`src/rtl/aes_text_out_unloader_if.sv`:
```
// Word stream from the AES result unloader toward a narrow consumer.
// Master drives valid/data/last; slave returns ready.
interface aes_text_out_unloader_if #(
  parameter int WORD_W = 32
);
  logic              out_valid;
  logic              out_ready;
  logic [WORD_W-1:0] out_data;
  logic              out_last;

  modport master (
    output out_valid,
    output out_data,
    output out_last,
    input  out_ready
  );

  modport slave (
    input  out_valid,
    input  out_data,
    input  out_last,
    output out_ready
  );
endinterface

```
`src/rtl/aes_text_out_unloader.sv`:
```
// Captures the AES text_out block on done and streams it out
// as WORD_W words over valid/ready, flagging dropped blocks.
module aes_text_out_unloader #(
  parameter int DATA_W    = 128,
  parameter int WORD_W    = 32,
  parameter int MSW_FIRST = 1
) (
  input  logic                    clk,
  input  logic                    rst,
  input  logic                    done,
  input  logic [DATA_W-1:0]       text_out,
  aes_text_out_unloader_if.master dout,
  output logic                    busy,
  output logic                    overrun,
  input  logic                    clr_overrun
);

  localparam int NW = DATA_W / WORD_W;
  localparam int IW = (NW > 1) ? $clog2(NW) : 1;
  localparam logic [IW-1:0] LAST = IW'(NW - 1);

  typedef enum logic [0:0] {
    IDLE,
    SEND
  } state_t;

  state_t            state_q, state_d;
  logic [IW-1:0]     idx_q, idx_d;
  logic [DATA_W-1:0] hold_q, hold_d;
  logic              valid_q, valid_d;
  logic              last_q, last_d;
  logic [WORD_W-1:0] data_q, data_d;
  logic              busy_q, busy_d;
  logic              ovr_q, ovr_d;

  logic              hs;
  logic              fin;
  logic              load;
  logic [IW-1:0]     idx_nx;

  function automatic logic [WORD_W-1:0] word_of(
    input logic [DATA_W-1:0] blk,
    input logic [IW-1:0]     i
  );
    int base;
    if (MSW_FIRST != 0)
      base = (NW - 1 - int'(i)) * WORD_W;
    else
      base = int'(i) * WORD_W;
    return blk[base +: WORD_W];
  endfunction

  always_comb begin
    state_d = state_q;
    idx_d   = idx_q;
    hold_d  = hold_q;
    valid_d = valid_q;
    last_d  = last_q;
    data_d  = data_q;
    ovr_d   = ovr_q & ~clr_overrun;
    hs      = valid_q & dout.out_ready;
    fin     = hs && (idx_q == LAST);
    idx_nx  = idx_q + IW'(1);
    load    = 1'b0;

    unique case (state_q)
      IDLE: load = done;
      SEND: begin
        // done on the final handshake chains the next block
        if (done && !fin)
          ovr_d = 1'b1;
        if (fin) begin
          load = done;
          if (!done) begin
            state_d = IDLE;
            valid_d = 1'b0;
            last_d  = 1'b0;
          end
        end else if (hs) begin
          idx_d  = idx_nx;
          data_d = word_of(hold_q, idx_nx);
          last_d = (idx_nx == LAST);
        end
      end
      default: state_d = IDLE;
    endcase

    if (load) begin
      state_d = SEND;
      hold_d  = text_out;
      idx_d   = '0;
      valid_d = 1'b1;
      data_d  = word_of(text_out, '0);
      last_d  = (LAST == '0);
    end

    busy_d = (state_d == SEND);
  end

  always_ff @(posedge clk or posedge rst) begin
    if (rst) begin
      state_q <= IDLE;
      idx_q   <= '0;
      hold_q  <= '0;
      valid_q <= 1'b0;
      last_q  <= 1'b0;
      data_q  <= '0;
      busy_q  <= 1'b0;
      ovr_q   <= 1'b0;
    end else begin
      state_q <= state_d;
      idx_q   <= idx_d;
      hold_q  <= hold_d;
      valid_q <= valid_d;
      last_q  <= last_d;
      data_q  <= data_d;
      busy_q  <= busy_d;
      ovr_q   <= ovr_d;
    end
  end

  assign dout.out_valid = valid_q;
  assign dout.out_data  = data_q;
  assign dout.out_last  = last_q;
  assign busy           = busy_q;
  assign overrun        = ovr_q;

endmodule

```
`src/flat_wrapper.sv`:
```
// flat-port wrapper written by rule: the top's interface ports become plain ports
module aes_text_out_unloader_flat 
#(
  parameter int DATA_W    = 128,
  parameter int WORD_W    = 32,
  parameter int MSW_FIRST = 1
)
  (clk, rst, done, text_out, busy, overrun, clr_overrun, dout_out_valid, dout_out_data, dout_out_last, dout_out_ready);
  aes_text_out_unloader_if #(.WORD_W(WORD_W)) dout_i ();
  input  logic clk;
  input  logic rst;
  input  logic done;
  input  logic [DATA_W-1:0] text_out;
  output logic busy;
  output logic overrun;
  input  logic clr_overrun;
  output wire logic [$bits(dout_i.out_valid)-1:0] dout_out_valid;
  output wire logic [$bits(dout_i.out_data)-1:0] dout_out_data;
  output wire logic [$bits(dout_i.out_last)-1:0] dout_out_last;
  input wire logic [$bits(dout_i.out_ready)-1:0] dout_out_ready;
  assign dout_out_valid = dout_i.out_valid;
  assign dout_out_data = dout_i.out_data;
  assign dout_out_last = dout_i.out_last;
  assign dout_i.out_ready = dout_out_ready;
  aes_text_out_unloader #(.DATA_W(DATA_W), .WORD_W(WORD_W), .MSW_FIRST(MSW_FIRST)) u_core (.clk(clk), .rst(rst), .done(done), .text_out(text_out), .dout(dout_i), .busy(busy), .overrun(overrun), .clr_overrun(clr_overrun));
endmodule
```
`config.mk`:
```
export PLATFORM = sky130hd
export DESIGN_NAME = aes_text_out_unloader_flat
export DESIGN_NICKNAME = d
export VERILOG_FILES = /design/src/rtl/aes_text_out_unloader_if.sv /design/src/rtl/aes_text_out_unloader.sv /design/src/flat_wrapper.sv
export SDC_FILE = /design/constraint.sdc
export NUM_CORES = 1
export LEC_CHECK = 0
export BUFFER_PORTS_ARGS = -buffer_cell sky130_fd_sc_hd__buf_2
export CAP_MARGIN = 30
export CORE_MARGIN = 5
export CORE_UTILIZATION = 30
export CTS_CLUSTER_SIZE = 10
export DETAILED_ROUTE_END_ITERATION = 7
export PLACE_DENSITY = 0.56
export SYNTH_ARGS = -nofsm -noshare
export SYNTH_HDL_FRONTEND = slang
export SYNTH_SLANG_ARGS = --single-unit
```
`constraint.sdc`:
```
create_clock -name clk -period 15 [get_ports clk]
set_input_delay 3.75 -clock clk [delete_from_list [all_inputs] [get_ports clk]]
set_output_delay 3.75 -clock clk [all_outputs]
set_load 0.01 [all_outputs]
```
**Word-level counts from Yosys, hierarchy flattened**

Index checks and enable logic that the tools add are counted.

- Reduce and logical (&&, ||, !) cells: 10
- Shifts and indexed selects: 2
- Multiplexer cells: 28
- Equal/unequal tests: 5
- Add/sub/neg operators: 2
- Bitwise logic cells: 4

Operators with widths:

| kind | count |
|---|---|
| $mux 32 | 8 |
| $shiftx 128x32->32 | 2 |
| $mux 1 | 15 |
| $reduce_and 3->1 | 3 |
| $mux 2 | 4 |
| $reduce_bool 2->1 | 3 |
| $eq 2x2->1 const B | 2 |
| $ne 3x3->1 const B | 1 |
| $reduce_bool 3->1 | 1 |
| $sub 2x2->3 const A | 1 |
| $add 2x1->2 const B | 1 |
| $and 1x1->1 | 2 |
| $logic_and 1x1->1 | 2 |
| $ne 2x1->1 const B | 1 |
| $ne 2x2->1 const B | 1 |
| $not 1->1 | 2 |
| $pmux 1 s2 | 1 |
| $logic_not 1->1 | 1 |

- Logic and storage cells: 58
- Bits in registers: 166
- Input port bits: 133
- Output and inout port bits: 36

**Logic depth before layout (Yosys ltp)**

- Depth after elaboration: 10
- Depth in mapped cells: 9
- Depth with buffers taken out: 6

**Least setup slack after synthesis**

OpenSTA, ideal clock, no wires.

- Path kind: input-to-reg
- From: input port done
- To: register u_core.data_q[27], in the netlist u_core.dout.out_data[27]
- Slack: 10243 ps
- Cell stages on the path: 6
- Data required time: 14918 ps
- Data arrival time: 4675 ps
- Library setup time: 82 ps
- Path buffers: 3
- Path through: buf_2 -> a21bo_1 -> buf_2 -> clkbuf_1 -> nand2_1 -> a31oi_1

- Cells in the longest elaborated chain, start to end: 4
- Elaborated cells between the ends (all ways): 7
- Classes of those cells: eq/ne: 1; mux: 3; reduce/logical: 3

Ends and longest elaborated chain:

| element | RTL line | text |
|---|---|---|
| start, declared | flat_wrapper.sv:12 | `input logic done;` |
| $mux 1 | aes_text_out_unloader.sv:72 | `if (fin) begin` |
| $pmux 1 s2 (*) | aes_text_out_unloader.sv:66 | `unique case (state_q)` |
| $ne 2x2->1 (no source line) / $reduce_bool 2->1 (equally long branches) | -- |  |
| $reduce_and 3->1 (no source line) | -- |  |
| end signal, assigned | aes_text_out_unloader.sv:116 | `data_q <= data_d;` |
| end, declared | aes_text_out_unloader.sv:32 | `logic [WORD_W-1:0] data_q, data_d;` |

Mark *: on every way between the ends. The rest lies on a longest branch, timed or not.
A chain may end at the register's enable or synchronous reset.

**Worst setup path in the final report**

- From: input port dout_out_ready
- To: register u_core.data_q[3], in the netlist u_core.dout.out_data[3]

- Cells in the longest elaborated chain, start to end: 6
- Elaborated cells between the ends (all ways): 9
- Classes of those cells: eq/ne: 1; mux: 3; bitwise: 1; reduce/logical: 4

Ends and longest elaborated chain:

| element | RTL line | text |
|---|---|---|
| start, declared | flat_wrapper.sv:20 | `input wire logic [$bits(dout_i.out_ready)-1:0] dout_out_ready;` |
| $and 1x1->1 (*) | aes_text_out_unloader.sv:61 | `hs = valid_q & dout.out_ready;` |
| $logic_and 1x1->1 | aes_text_out_unloader.sv:62 | `fin = hs && (idx_q == LAST);` |
| $mux 1 | aes_text_out_unloader.sv:72 |  |
| $pmux 1 s2 | aes_text_out_unloader.sv:66 |  |
| $ne 2x2->1 (no source line) / $reduce_bool 2->1 (equally long branches) | -- |  |
| $reduce_and 3->1 (no source line) | -- |  |

Marks and branches as above.

==> flow_summary.json <==
{
  "rows": 57,
  "slew_headroom": 0.383,
  "pwr_density_cell_nw_per_um2": 164,
  "worstReg2RegStart": "u_core.idx_q[0]$_DFFE_PP0P_",
  "drive_above_1_share": 0.269,
  "tightest_slew_ns": 0.925,
  "fp.dieW_um": 166,
  "synth_cells": 757,
  "combPwrFrac": 0.279,
  "yosysTopAreaCellShare": 0.570,
  "cts.repair.resized": 0,
  "clockRootBuffer": "clkbuf_16",
  "topRoutingLayerUsed": "met4",
  "worst_r2r_endpoint": "u_core.dout.out_data[3]$_DFFE_PP0P_",
  "routed_wirelength_mm": 17.3,
  "gr-total-overflow": 0,
  "r2r_cells": 6,
  "synthArstFlopShare": 1.00,
  "rsz0062_at_grt": "false",
  "hpwl_mm": 11.7,
  "cts_setup_buffers": 0,
  "clockPowerShare": 0.300,
  "drv_cap": 0,
  "clk_pin_slew_worst_paths_ns": 0.07,
  "worstPathRequired_ns": 15.33,
  "ys_seq_elements": 166,
  "grt_pass1_vias": 5612,
  "dp_cells": 1209,
  "switchingPower_uw": 446,
  "synth_ff_type": "dfrtp_1",
  "crit_end": "u_core.dout.out_data[3]$_DFFE_PP0P_",
  "synth-seq-area-share": 0.570,
  "syn-cell-area_um2": 7290,
  "dieArea_um2": 27500,
  "wl_met3_um": 572,
  "globalplace.congestion": 0.774,
  "max_stage_delay_ns": 0.75,
  "clock_latency_ns": 0.42,
  "critical_path.endpoint_type": "flip-flop",
  "cts_max_level": 4,
  "core_area_um2": 24100,
  "critPathTopFamily": "compound AO/OA/AOI/OAI gates",
  "slowest_stage": "buf_4",
  "dieHeight_um": 166,
  "viasPerCell": 4.36,
  "skew_ns": 0.0101,
  "post_synth.cell_area_avg_um2": 9.63,
  "placed_area_um2": 8330,
  "cts.path.max_buffers": 2,
  "drtIter0Drc": 389,
  "finalSetupViolCount": 0,
  "hold_buffers": 0,
  "antennaDiodeCount": 0,
  "ant_nets": 0,
  "grt_pass1_wl_mm": 29.2,
  "path_buf_inv": 2,
  "clock_sinks": 166,
  "startpoint": "dout_out_ready",
  "setup_tns_ns": 0,
  "num_io_pins": 169,
  "area_delta_synth_final_pct": 22.6,
  "antenna_found_initial": 0,
  "leakagePower_nw": 4.60,
  "grt_max_degree": 92,
  "yosysTopAreaCell": "dfrtp_1",
  "synth_cell_types": 22,
  "p_int_mw": 1.02,
  "slew_violations": 0,
  "hold_viol_final": 0,
  "io_buffers": 168,
  "pwr-share-seq": 0.421,
  "drc": 0,
  "whs_path_depth": 2,
  "fin_crit_ns": 5.60,
  "status": "completed",
  "cts_tree": "done",
  "finalInstanceArea_um2": 8940,
  "worstSetupPathType": "input port to flip-flop",
  "fin_crit_sh": 0.373,
  "fmax_mhz": 179,
  "layout.cells.non_filler": 1241,
  "ff2ff_setup_slack_ns": 11.88,
  "irDropWorstVdd_mv": 0.0688,
  "path_max_fanout": 80,
  "synth-edff-count": 0,
  "route.met2.wl_mm": 8.20,
  "synth_area_leaders": "dfrtp_1 (57%), nand2_1 (22%), mux4_2 (9.9%), a31oi_1 (2.7%), buf_6 (2.0%)",
  "start_util": 0.302,
  "path_depth": 6,
  "wl_met1_mm": 8.29,
  "detail_route.first_pass.iterations": 4,
  "numCtsBuffers": 17,
  "wl_per_cell_um": 14.0,
  "synth_warnings": 0,
  "nNetsFinal": 1040,
  "arrival_ns": 5.94,
  "fin_util": 0.371,
  "syn_nets": 892,
  "sw_frac_of_total": 0.304,
  "grt_use_total": 0.129,
  "hold_class": "flip-flop to flip-flop",
  "vias": 5415,
  "critical_path.cell_chain": "buf_2 -> nand3_2 -> a21bo_4 -> buf_4 -> nand2_1 -> a31oi_1",
  "startpoint_type": "input port"
}
## registers in the layout, summed over array words and instances, names as in the netlist
name / count
u_core.dout.out_last: 1
u_core.state_q: 1
u_core.dout.out_data: 32
u_core.overrun: 1
u_core.hold_q: 128
u_core.dout.out_valid: 1
u_core.idx_q: 2
## cell usage in the layout, fill, tap and decap left out, types with 2 or more instances in the layout
cell / count
nor2_1: 34
nand3_1: 5
dfrtp_1: 165
clkbuf_16: 17
a21oi_1: 4
buf_2: 168
clkinvlp_4: 5
buf_16: 2
inv_6: 5
buf_4: 6
nand2_1: 418
mux4_2: 32
bufinv_16: 2
inv_1: 4
o21ai_0: 3
a31oi_1: 32
## per-stage QoR
| stage | setup WS (ns) | hold WS, ns | power, mW |
|---|---|---|---|
| floorplan | 6.76 | 0.440 | 0.917 |
| global placement | 9.02 | 0.452 | 1.03 |
| detailed placement | 9.01 | 0.459 | 1.05 |
| CTS | 9.44 | 0.476 | 1.49 |
| global route | 9.22 | 0.494 | 1.57 |
| finish | 9.40 | 0.470 | 1.47 |
## routing by layer
metal  global-route usage  vias to the layer above
met5                    0                        -
li1                     -                     2724
met2                0.206                      110
met4               0.0402                        0
met3               0.0274                       16
met1                0.176                     2565
## worst register-to-register path, cell delays in order (launching register included)
cell	delay, ns
dfrtp_2	0.61
ha_1	0.37
nand3_2	0.16
a21bo_4	0.72
buf_4	0.84
nand2_1	0.18
a31oi_1	0.18
## power groups by stage
stage / Clock [mW] / Combinational, mW / Sequential (mW)
6_report: 0.440 / 0.409 / 0.618
3_5_place_dp: 0 / 0.418 / 0.627
4_1_cts: 0.455 / 0.418 / 0.620
5_1_grt: 0.474 / 0.460 / 0.635
3_3_place_gp: 0 / 0.397 / 0.634
2_1_floorplan: 0 / 0.292 / 0.625
## area by class of cell
type	instances	area, um2
Fill cell	2507	15200
Inverter	5	23.8
Multi-Input combinational cell	538	2810
Timing Repair Buffer	177	961
Sequential cell	166	4160
Clock inverter	13	146
Tap cell	324	405
Clock buffer	18	439
## synth_stat cells (3+ instances only)
library cell / count
a31oi_1: 32
buf_4: 10
a21oi_1: 4
nand3_1: 5
mux4_2: 32
inv_1: 5
o21ai_0: 3
buf_2: 21
clkbuf_1: 4
buf_6: 13
nor2_1: 34
dfrtp_1: 166
nand2_1: 418
## worst min path at each step
stage | slack [ns] | endpoint | from
finish | 0.47 | u_core.hold_q[94]$_DFFE_PP0P_ | u_core.hold_q[94]$_DFFE_PP0P_
global route | 0.49 | u_core.hold_q[31]$_DFFE_PP0P_ | u_core.hold_q[31]$_DFFE_PP0P_
CTS | 0.48 | u_core.hold_q[94]$_DFFE_PP0P_ | u_core.hold_q[94]$_DFFE_PP0P_
detailed placement | 0.46 | u_core.hold_q[94]$_DFFE_PP0P_ | u_core.hold_q[94]$_DFFE_PP0P_
global placement | 0.45 | u_core.hold_q[49]$_DFFE_PP0P_ | u_core.hold_q[49]$_DFFE_PP0P_
floorplan | 0.44 | u_core.hold_q[38]$_DFFE_PP0P_ | u_core.hold_q[38]$_DFFE_PP0P_
## cells by family (layout without fill, tap and decap cells)
family,count (synthesis),in the layout,share of synthesized area
AND/OR/NAND/NOR,459,459,0.238
AO/OA/AOI/OAI,45,45,0.0398
adder cells (fa/ha/maj),2,2,0.00343
buffers and inverters,53,213,0.0494
flip-flops,166,166,0.570
multiplexers,32,32,0.0989
(Power assumes the default switching activity.)
